===== src/rtl/rr_packet_arbiter.sv =====
// rr_packet_arbiter: round-robin arbiter that lets N requesters share one
// ready/valid sink with multi-beat packet locking. A requester that wins
// keeps the grant until it transfers a beat with last set.
// Optional build macro RR_PACKET_ARBITER_OUT_REG_EN inserts a one-entry
// output register on out_* (1-cycle latency, full throughput). Without the
// macro the input-to-output path is purely combinational.
module rr_packet_arbiter #(
  parameter int N  = 4,
  parameter int W  = 8,
  parameter int IW = $clog2(N)
) (
  input  logic           clk,
  input  logic           reset_n,
  input  logic [N-1:0]   in_valid,
  output logic [N-1:0]   in_ready,
  input  logic [N*W-1:0] in_bits,
  input  logic [N-1:0]   in_last,
  output logic           out_valid,
  input  logic           out_ready,
  output logic [W-1:0]   out_bits,
  output logic           out_last,
  output logic [IW-1:0]  out_chosen,
  output logic           locked
);

  typedef enum logic {IDLE = 1'b0, LOCKED = 1'b1} state_t;

  state_t        state_reg, state_next;
  logic [IW-1:0] ptr_reg, ptr_next;
  logic [IW-1:0] owner_reg, owner_next;

  // Candidates in round-robin priority order, starting at ptr.
  logic [IW-1:0] cand_idx [N];
  logic [N-1:0]  cand_valid;

  logic          search_found;
  logic [IW-1:0] search_idx;

  logic          gnt_active;   // some requester currently holds the grant
  logic [IW-1:0] gnt_idx;
  logic          gnt_valid;    // granted requester is offering a beat
  logic          gnt_last;
  logic [W-1:0]  gnt_bits;
  logic          accept;       // the output side can take a beat this cycle
  logic          xfer;         // input-side transfer on the granted requester

  for (genvar gi = 0; gi < N; gi++) begin : g_cand
    assign cand_idx[gi]   = ptr_reg + IW'(gi);
    assign cand_valid[gi] = in_valid[cand_idx[gi]];
  end

  // First valid requester at or after ptr, wrapping modulo N.
  always_comb begin
    search_found = 1'b0;
    search_idx   = ptr_reg;
    for (int k = 0; k < N; k++) begin
      if (!search_found && cand_valid[k]) begin
        search_found = 1'b1;
        search_idx   = cand_idx[k];
      end
    end
  end

  // While a packet is open the owner keeps the grant even when it is idle.
  assign gnt_active = (state_reg == LOCKED) ? 1'b1 : search_found;
  assign gnt_idx    = (state_reg == LOCKED) ? owner_reg : search_idx;
  assign gnt_valid  = gnt_active & in_valid[gnt_idx];
  assign gnt_last   = in_last[gnt_idx];
  assign gnt_bits   = in_bits[gnt_idx*W +: W];
  assign xfer       = gnt_valid & accept;
  assign locked     = (state_reg == LOCKED);

  // Only the granted requester can ever see ready.
  for (genvar gi = 0; gi < N; gi++) begin : g_ready
    assign in_ready[gi] = gnt_active && (gnt_idx == IW'(gi)) && accept;
  end

`ifdef RR_PACKET_ARBITER_OUT_REG_EN
  logic          out_valid_reg;
  logic [W-1:0]  out_bits_reg;
  logic          out_last_reg;
  logic [IW-1:0] out_chosen_reg;

  // The register may refill in the same cycle it drains.
  assign accept = !out_valid_reg | out_ready;

  // One-entry output stage: load on input transfer, drain on sink accept.
  always_ff @(posedge clk) begin
    if (!reset_n) begin
      out_valid_reg  <= 1'b0;
      out_bits_reg   <= '0;
      out_last_reg   <= 1'b0;
      out_chosen_reg <= '0;
    end else if (xfer) begin
      out_valid_reg  <= 1'b1;
      out_bits_reg   <= gnt_bits;
      out_last_reg   <= gnt_last;
      out_chosen_reg <= gnt_idx;
    end else if (out_ready) begin
      out_valid_reg  <= 1'b0;
    end
  end

  assign out_valid  = out_valid_reg;
  assign out_bits   = out_bits_reg;
  assign out_last   = out_last_reg;
  assign out_chosen = out_chosen_reg;
`else
  logic [IW-1:0] chosen_reg;

  assign accept     = out_ready;
  assign out_valid  = gnt_valid;
  assign out_bits   = gnt_bits;
  assign out_last   = gnt_last;
  // out_chosen keeps the last granted index while nothing is offered.
  assign out_chosen = gnt_valid ? gnt_idx : chosen_reg;

  // Remember the most recently offered requester index.
  always_ff @(posedge clk) begin
    if (!reset_n) begin
      chosen_reg <= '0;
    end else begin
      chosen_reg <= out_chosen;
    end
  end
`endif

  // FSM, round-robin pointer and owner registers.
  always_ff @(posedge clk) begin
    if (!reset_n) begin
      state_reg <= IDLE;
      ptr_reg   <= '0;
      owner_reg <= '0;
    end else begin
      state_reg <= state_next;
      ptr_reg   <= ptr_next;
      owner_reg <= owner_next;
    end
  end

  // Advance on an input-side transfer only; otherwise everything holds.
  always_comb begin
    state_next = state_reg;
    ptr_next   = ptr_reg;
    owner_next = owner_reg;
    if (xfer) begin
      if (gnt_last) begin
        state_next = IDLE;
        ptr_next   = gnt_idx + IW'(1);
      end else if (state_reg == IDLE) begin
        state_next = LOCKED;
        owner_next = gnt_idx;
      end
    end
  end

endmodule

===== config.mk =====
export PLATFORM = sky130hd
export DESIGN_NAME = rr_packet_arbiter
export DESIGN_NICKNAME = d
export VERILOG_FILES = /design/src/rtl/rr_packet_arbiter.sv
export SDC_FILE = /design/constraint.sdc
export NUM_CORES = 1
export LEC_CHECK = 0
export CORE_AREA = 2 2 49 51
export DETAILED_ROUTE_END_ITERATION = 16
export DIE_AREA = 0 0 51 53
export DONT_BUFFER_PORTS = 1
export PLACE_DENSITY_LB_ADDON = 0.25
export RECOVER_POWER = 50
export SLEW_MARGIN = 20
export SYNTH_ARGS = -nofsm -noshare
export SYNTH_HDL_FRONTEND = slang
export SYNTH_SLANG_ARGS = --single-unit

===== constraint.sdc =====
create_clock -name clk -period 4.2 [get_ports clk]
set_input_delay 0.63 -clock clk [delete_from_list [all_inputs] [get_ports clk]]
set_output_delay 0.63 -clock clk [all_outputs]
set_load 0.02 [all_outputs]

==> results of run 1 <==
==> cell usage after synthesis (4+ instances only) <==
cell type   n
nor2b_1     6
buf_2       5
o21a_1      4
nand2_1    44
dfxtp_1     7
nor2_1     10
and3_1      9
nand3_1     8
a31oi_1     9
mux2i_1     5
clkbuf_1    6
a21oi_1     5
==> path summary, 6_finish.rpt <==
path                     start            end  slack (ns)  cells past startpoint
hold reg to reg   owner_reg[1]   owner_reg[1]        0.57                      2
setup / recovery    ptr_reg[1]  out_chosen[0]        0.57                      7
hold / removal         reset_n   owner_reg[0]        0.49                      1
setup reg to reg    ptr_reg[1]   owner_reg[1]        0.95                      9
==> cells in the final DEF (no fill, tap or decap), types with 2 or more instances in the layout <==
cell	count
and2_1	2
a21oi_1	5
clkbuf_1	2
o21bai_1	2
nor2b_1	6
mux2i_1	5
mux2_4	2
and3_1	9
inv_1	4
nor2_1	10
a211o_1	2
clkbuf_4	3
nand3_1	8
a222oi_1	3
nand2b_1	2
nand2_1	44
o31ai_2	2
dfxtp_1	7
a31oi_1	9
o21a_1	4
o21ai_0	3
o2111ai_1	2
==> per-stage QoR <==
stage | instance area, µm² | worst slack, ns
2_1_floorplan | 1050 | 1.22
3_3_place_gp | 1030 | 1.23
3_5_place_dp | 1030 | 1.13
4_1_cts | 1060 | 0.886
5_1_grt | 1050 | 0.340
6_report | 1050 | 0.571
==> layer usage <==
layer	global-route usage [%]	vias to the layer above
li1	-	567
met1	23.7	541
met2	37.0	50
met3	3.95	7
met4	9.46	0
met5	0	-
==> where the power goes <==
group | internal [mW] | switching, mW | total, mW
combinational | 0.110 | 0.204 | 0.314
clock | 0.0364 | 0.0277 | 0.0641
sequential | 0.0772 | 0.0263 | 0.104
total | 0.223 | 0.258 | 0.481
==> cell families after synthesis <==
family / after synthesis
muxes: 8
and+or+nand+nor: 85
AOI/OAI and AO/OA: 43
xor gates and xnor gates: 1
DFF: 7
buffers and inverters: 18
==> cell type report <==
cell class	instances	area, µm²
fill	227	1090
multi-input combinational	137	826
sequential	7	140
tap	28	35.0
clock buffer	4	26.3
inverter	4	15.0
timing repair buffer	2	11.3
==> critical path: stages, from the launching register on <==
cell       delay (ns)
dfxtp_1          0.59
a2bb2oi_1        0.21
a21oi_1          0.10
o31ai_2          0.21
clkbuf_1         0.46
inv_1            0.36
mux2_4           0.45
mux2_4           0.36
==> key figures, run 1 <==
Clocking
  • Clock Latency Late Sink: roughly 0.26 ns
  • Clock slew at reported path FFs: approximately 0.050 ns
  • Max Buffers Root-to-Sink: 2
  • Resized cells post-CTS: 0
  • Clk root buf: clkbuf_4
  • Clock Sinks: 7
  • CTS buffer count: 3
  • TritonCTS clock tree: yes
  • Post-CTS Hold Buffers: 0
  • H-tree levels: 1
  • Postcts setup bufs: 0

STA
  • Worst rel slew slack: 56.7%
  • RSZ-0062 raised after global routing: false
  • Finish-stage setup viols: 0
  • Hold_ws: about 0.49 ns
  • Period minus WS final: ~3.6 ns
  • Final period util: a little under nine tenths
  • Max frequency: 276 MHz
  • Final Hold Fails: 0
  • Total Neg Setup Slack: 0 ns
  • Final clock skew: 0.00221 ns
  • Slew of the pin with the lowest slew margin: between 0.6 and 0.7 ns
  • Fin. max-slew vios: 0

Drt
  • DRT met1 WL: 1.20 mm
  • DRC: 0
  • DR vias: about 1200
  • Highest routed layer: met4
  • Final WL: 2.82 mm
  • DR WL met3: between 200 and 250 µm
  • Routed Antenna Nets: 0
  • Met2 routed WL: between 1 and 1.5 mm
  • First-pass detailed-route iteration total: 4
  • WL per Instance: 15.5 µm
  • Initial DRC count: 22
  • Via density per instance: about 6.4

Die
  • Total core area: 2150 µm²
  • Num rows: 17
  • Initial Util: about half
  • Die Span Y: between 50 and 60 µm
  • Die X: 51 µm
  • Die area: roughly 2700 µm²
  • IO Pins: 60

Worst setup path
  • Critical path endpoint category: primary output
  • Critical path class: register to primary output
  • Startpoint class of the critical path: register
  • Worst-path maximum fanout: 14
  • Worst EP required: 3.57 ns
  • Arr. time, crit path: 3.00 ns

Hold path
  • HP Class: input pin to register

Finish
  • Number of antenna diodes: 0
  • Area Overhead vs Synth: 0.358%
  • Final Non-Filler Cells: 182
  • Nets: approximately 200
  • Fraction of layout cells with a size suffix above 1: roughly 6.5%
  • Util after Layout: between 40% and 50%

Power and ir drop
  • VDD IR max: ~0.00025 V
  • Design Power: roughly 0.48 mW
  • Leak pwr: roughly 0.44 nW
  • Power Density: between 400 and 500 nW/µm²

Synthesis
  • Post-synth EDFFs: 0
  • Synth area leaders: nand2_1, dfxtp_1, a31oi_1, and3_1, mux2i_1
  • Dominant cell type by area after synthesis: nand2_1
  • Synth Area in Compound Gates: 30.4%
  • Xor and xnor area share after synthesis: 0.834%
  • Yosys top cell area share: between 10% and 20%
  • Synth Area in Simple Gates: ~37%
  • Post-synthesis sequential area ratio: around an eighth
  • Asr flop ratio synth: 0%
  • Yosys warns: 0
  • Adder-cell area share of the yosys netlist: 0%
  • FF+latch count, synth: 7
  • Largest family of logic cells by synthesized area: simple AND/OR/NAND/NOR gates
  • Post-Syn Nets: slightly above 200
  • Avg Cell Area, Syn: 6.48 µm²
  • Synth cell types: 41
  • Post-synthesis mux area share: 9.77%
  • Mapped cell area: around 1000 µm²
  • Mapped Cells: roughly 160
  • Ys flop type: dfxtp_1

Placed design
  • GPL Wtd Cong: ~0.81
  • Placed wire-length estimate: about 2.2 mm
  • DP Cell Count: 178
  • PortBufs: 0

Global routing
  • Total track usage: between 20% and 30%
  • Gr ovfl total: 0
  • Vias in the first global route: approximately 1000
  • Initial antenna violation count: 0
  • Global-route wire length before repair: around 4.3 mm
  • Largest net degree at the start of global routing: 22

Run status
  • Status: finished, final reports clean

Job
  • Max Cap Violations: 0
(Power assumes the default switching activity.)
==> run 2: changes to the inputs <==
GPL_TIMING_DRIVEN = 0   (was not set)
==> key figures, run 2 (synthesis results as in run 1) <==
Drt
  • DRC: 0 (unchanged)
  • WL per Instance: 15.1 µm (-2.6%)
  • Initial DRC count: 52 (+140%)
  • Via density per instance: 6.16 (-3.7%)
  • Final WL: 2.93 mm (+3.8%)
  • Routed Antenna Nets: 0 (unchanged)
  • First-pass detailed-route iteration total: 4 (unchanged)
  • DR vias: 1196 (+2.7%)

Die
  • Initial Util: 48.9% (unchanged)
  • IO Pins: 60 (unchanged)
  • Die area: 2700 µm² (unchanged)
  • Die X: 51 µm (unchanged)
  • Die Span Y: 53 µm (unchanged)
  • Num rows: 17 (unchanged)
  • Total core area: 2150 µm² (unchanged)

Power and ir drop
  • Part of the power in combinational logic: 68.8% (+3.6 points)
  • Net switching power: 0.269 mW (+4.3%)
  • Design Power: 0.497 mW (+3.2%)
  • VDD IR max: 0.000329 V (+33%)
  • Switching Fraction: 54.2% (+0.58 points)
  • Clock network power share: 12.8% (-0.5 points)
  • Power Density: 450 nW/µm² (-1.6%)
  • Leak pwr: 0.461 nW (+5.7%)
  • Internal Pwr Total: 0.228 mW (+1.9%)
  • Reg power frac: 18.4% (-3.1 points)

Finish
  • Final Non-Filler Cells: 194 (+6.6%)
  • Commonest non-fill, non-tap cell in the layout: nand2_1
  • Commonest cells after routing, fill and taps aside: nand2_1, nor2_1, clkbuf_1, and3_1, a31oi_1
  • Number of antenna diodes: 0 (unchanged)
  • Area Overhead vs Synth: 5.24%
  • Fraction of layout cells with a size suffix above 1: 8.43% (+1.9 points)
  • Nets: 210 (+6.1%)

Global routing
  • Gr ovfl total: 0 (unchanged)
  • Vias in the first global route: 1048 (+0.48%)
  • Total track usage: 22.0% (+1.2 points)
  • Routing usage on met1: 25.2% (+1.5 points)
  • Initial antenna violation count: 0 (unchanged)
  • Global-route wire length before repair: 4.56 mm (+5.4%)
  • Met2 Usage GRT: 40.3% (+3.2 points)
  • Layer with the highest usage: met2
  • Largest net degree at the start of global routing: 11 (-50%)
  • Met3 GRT Util: 3.67% (-0.28 points)

Hold path
  • HP Class: register to register

STA
  • Period minus WS final: 3.57 ns (-0.0565 ns)
  • Max frequency: 280 MHz (+1.6%)
  • Final period util: 85.1% (-1.3 points)
  • Final Hold Fails: 0 (unchanged)
  • RSZ-0062 raised after global routing: false
  • Worst rel slew slack: 64.6% (+8.0 points)
  • Finish-stage setup viols: 0 (unchanged)
  • Total Neg Setup Slack: 0 ns (unchanged)
  • Final clock skew: 0.00380 ns (+0.00160 ns)
  • Fin. max-slew vios: 0 (unchanged)
  • Slew of the pin with the lowest slew margin: 0.528 ns (-0.121 ns)

Placed design
  • GPL Wtd Cong: 0.839 (+3.5%)
  • Placed wire-length estimate: 2.29 mm (+5.3%)
  • DP Cell Count: 190 (+6.7%)
  • PortBufs: 0 (unchanged)

Clocking
  • CTS buffer count: 3 (unchanged)
  • TritonCTS clock tree: yes
  • H-tree levels: 1 (unchanged)
  • Clock Latency Late Sink: 0.26 ns (about the same)
  • Max Buffers Root-to-Sink: 2 (unchanged)
  • Post-CTS Hold Buffers: 0 (unchanged)
  • Resized cells post-CTS: 0 (unchanged)
  • Clk root buf: clkbuf_4
  • Clock Sinks: 7 (unchanged)
  • Clock slew at reported path FFs: 0.05 ns (about the same)
  • Postcts setup bufs: 0 (unchanged)

Job
  • Max Cap Violations: 0 (unchanged)

Worst setup path
  • Arr. time, crit path: 2.94 ns (-0.06 ns)
  • Critical path class: input pin to primary output
  • Critical path endpoint category: primary output
  • Worst-path maximum fanout: 10 (-4)
  • Worst EP required: 3.57 ns (about the same)
  • Startpoint class of the critical path: input pin

Run status
  • Status: finished, final reports clean
run 2: cell types whose count changed in the layout (fill, tap and decap cells not counted), sizes merged:
| cell | change |
|---|---|
| buf | +5 |
| clkbuf | +7 |
run 2: path summary, 6_finish.rpt:
check	start	endpoint	slack, ns	depth (start not counted)
max	in_valid[3]	out_bits[2]	0.63	9
min	owner_reg[1]	owner_reg[1]	0.56	2
max reg2reg	locked	owner_reg[1]	1.56	8
min reg2reg	owner_reg[1]	owner_reg[1]	0.56	2
run 2: final cells by class:
class	instances	area, µm²
plain buffers	14	71.3
clock buffers	4	26.3
fillers	231	1040
inverters	4	15.0
multi-input cells	137	817
flip-flops and latches	7	140
well taps	28	35.0
run 2: power groups by stage:
stage	clock (mW)	combinational, mW	sequential (mW)
2_1_floorplan	0	0.295	0.0888
3_3_place_gp	0	0.337	0.0920
3_5_place_dp	0	0.345	0.0924
4_1_cts	0.0641	0.347	0.0910
5_1_grt	0.0680	0.378	0.0928
6_report	0.0637	0.342	0.0914
run 2: per-stage QoR:
| stage | util, % | hold slack [ns] | cell area [µm²] | worst slack, ns |
|---|---|---|---|---|
| 3_3_place_gp | 50.5 | 0.493 | 1080 | 0.921 |
| 3_5_place_dp | 50.5 | 0.521 | 1080 | 0.833 |
| 2_1_floorplan | - | 0.471 | 1050 | 1.22 |
| 6_report | 51.4 | 0.560 | 1100 | 0.628 |
| 4_1_cts | 51.7 | 0.529 | 1110 | 0.822 |
| 5_1_grt | 51.4 | 0.576 | 1100 | 0.359 |
run 2: worst max-delay path, cell delays in order:
cell      delay [ns]
clkbuf_1        0.32
nor2b_1         0.13
o21ai_0         0.29
nor2_1          0.11
o31ai_1         0.48
buf_2           0.31
nand2_1         0.08
and3_1          0.17
a31oi_1         0.41
run 2: per-layer routing:
layer  up-vias  part of all wire (%)
met1       539                    42
met3         5                   8.0
li1        591                     -
met4         0                   1.4
met5         -                     0
met2        61                    49
==> run 3: changes to the inputs <==
CORE_AREA = 2 2 45 47   (was 2 2 49 51)
DIE_AREA = 0 0 47 49   (was 0 0 51 53)
SETUP_SLACK_MARGIN = 0.3   (was not set)
==> key figures, run 3 (synthesis results as in run 1) <==
Placed design
  • GPL Wtd Cong: 0.915 (+9.0%)
  • PortBufs: 0 (unchanged)
  • Placed wire-length estimate: 2.20 mm (-3.9%)
  • Placed instance area: 1080 µm² (-0.12%)

Power and ir drop
  • VDD IR max: 0.000252 V (-24%)
  • Power Density: 450 nW/µm² (+0.12%)
  • Leak pwr: 0.463 nW (+0.42%)

Worst setup path
  • Crit-path max cell delay: 0.43 ns (-0.05 ns)
  • Arr. time, crit path: 2.89 ns (-0.05 ns)
  • Critical path endpoint category: primary output
  • Critical path class: input pin to primary output
  • Slowest cell on the critical path: o31ai_1
  • Critical path cell sequence: clkbuf_1 > nor2b_1 > o21ai_0 > nor2_1 > o31ai_1 > buf_2 > nand2_1 > and3_1 > a31oi_1
  • Startpoint class of the critical path: input pin
  • Worst-path maximum fanout: 10 (unchanged)
  • Worst EP required: 3.57 ns (about the same)

STA
  • Fin. max-slew vios: 0 (unchanged)
  • RSZ-0062 raised after global routing: false
  • Finish-stage setup viols: 0 (unchanged)
  • Slew of the pin with the lowest slew margin: 0.571 ns (+0.0431 ns)
  • Period minus WS final: 3.52 ns (-0.0487 ns)
  • Final clock skew: 0.00164 ns (-0.00216 ns)
  • Max frequency: 284 MHz (+1.4%)
  • Final period util: 83.9% (-1.2 points)
  • Total Neg Setup Slack: 0 ns (unchanged)
  • Worst rel slew slack: 61.9% (-2.7 points)
  • Final Hold Fails: 0 (unchanged)

Die
  • Die area: 2300 µm² (-15%)
  • Num rows: 16 (-1)
  • Die X: 47 µm (-7.8%)
  • Die Span Y: 49 µm (-7.5%)
  • Total core area: 1840 µm² (-14%)
  • IO Pins: 60 (unchanged)
  • Initial Util: 57.0% (+8.1 points)

Global routing
  • Total track usage: 25.5% (+3.6 points)
  • Global-route wire length before repair: 4.49 mm (-1.5%)
  • Initial antenna violation count: 0 (unchanged)
  • Vias in the first global route: 1110 (+5.9%)
  • Largest net degree at the start of global routing: 11 (unchanged)
  • Gr ovfl total: 0 (unchanged)

Finish
  • Commonest cells after routing, fill and taps aside: nand2_1, nor2_1, and3_1, a31oi_1
  • Nets: 210 (unchanged)
  • Fill cell count: 182 (-21%)
  • Fraction of layout cells with a size suffix above 1: 9.04% (+0.60 points)
  • Number of antenna diodes: 0 (unchanged)
  • Commonest non-fill, non-tap cell in the layout: nand2_1
  • Area Overhead vs Synth: 5.24% (unchanged)
  • Post-route cell area: 1100 µm² (unchanged)

Hold path
  • HP Class: register to register

Drt
  • First-pass detailed-route iteration total: 4 (unchanged)
  • Via density per instance: 6.21 (+0.69%)
  • WL per Instance: 14.6 µm (-3.1%)
  • DRC: 0 (unchanged)
  • Initial DRC count: 29 (-44%)
  • DR vias: 1198 (+0.17%)
  • Final WL: 2.82 mm (-3.6%)
  • Routed Antenna Nets: 0 (unchanged)

Clocking
  • H-tree levels: 1 (unchanged)
  • Clock slew at reported path FFs: 0.05 ns (about the same)
  • TritonCTS clock tree: yes
  • Resized cells post-CTS: 0 (unchanged)
  • Clk root buf: clkbuf_4
  • CTS buffer count: 3 (unchanged)
  • Post-CTS Hold Buffers: 0 (unchanged)
  • Max Buffers Root-to-Sink: 2 (unchanged)
  • Clock Sinks: 7 (unchanged)
  • Clock Latency Late Sink: 0.26 ns (about the same)
  • Postcts setup bufs: 0 (unchanged)

Job
  • Max Cap Violations: 0 (unchanged)

Run status
  • Status: finished, final reports clean
-- run 3: cell count changes in the layout (fill, tap and decap cells not counted) --
cell,delta
buf_2,+1
clkbuf_1,-1
-- run 3: cell type report --
cell class                 instances  area [µm²]  area share [%]
buffer                            14        72.6            6.57
clock buffer                       4        26.3            2.38
inverter                           4        15.0            1.36
multi-input combinational        137         817            74.0
sequential                         7         140            12.7
tap                               27        33.8            3.06
-- run 3: stage by stage --
stage | power (mW) | utilization (%) | std cells | setup slack, ns | hold WS [ns]
after floorplan | 0.383 | - | 162 | 1.22 | 0.471
after global placement | 0.426 | 58.8 | 189 | 0.918 | 0.488
after detailed placement | 0.437 | 58.8 | 189 | 0.853 | 0.490
after CTS | 0.501 | 60.3 | 193 | 0.846 | 0.515
after global routing | 0.534 | 60.0 | 193 | 0.409 | 0.543
final | 0.497 | 60.0 | 193 | 0.677 | 0.538
-- run 3: path summary, 6_finish.rpt --
check / from / to / slack (ns) / cells past startpoint
setup / recovery: in_valid[3] / out_bits[7] / 0.68 / 9
hold / removal: owner_reg[1] / owner_reg[1] / 0.54 / 2
setup reg to reg: locked / owner_reg[1] / 1.55 / 8
hold reg to reg: owner_reg[1] / owner_reg[1] / 0.54 / 2
-- run 3: where the power goes --
part	total (mW)	internal, mW	leakage (nW)	switching [mW]
logic	0.341	0.115	0.391	0.227
registers	0.0917	0.0772	0.0571	0.0145
clock network	0.0643	0.0364	0.0150	0.0279
-- run 3: metal layers --
| layer | up-vias | wire length [µm] | GRT usage [%] |
|---|---|---|---|
| met4 | 0 | 51 | 9.26 |
| met1 | 543 | 1150 | 28.9 |
| li1 | 592 | - | - |
| met2 | 55 | 1450 | 47.0 |
| met3 | 8 | 176 | 1.48 |
| met5 | - | 0 | 0 |
-- run 3: critical path: cells and delay by family --
family,cells,cell delay (ns)
and+or+nand+nor,4,0.48
buffers and inverters,2,0.62
AOI/OAI and AO/OA,3,1.17
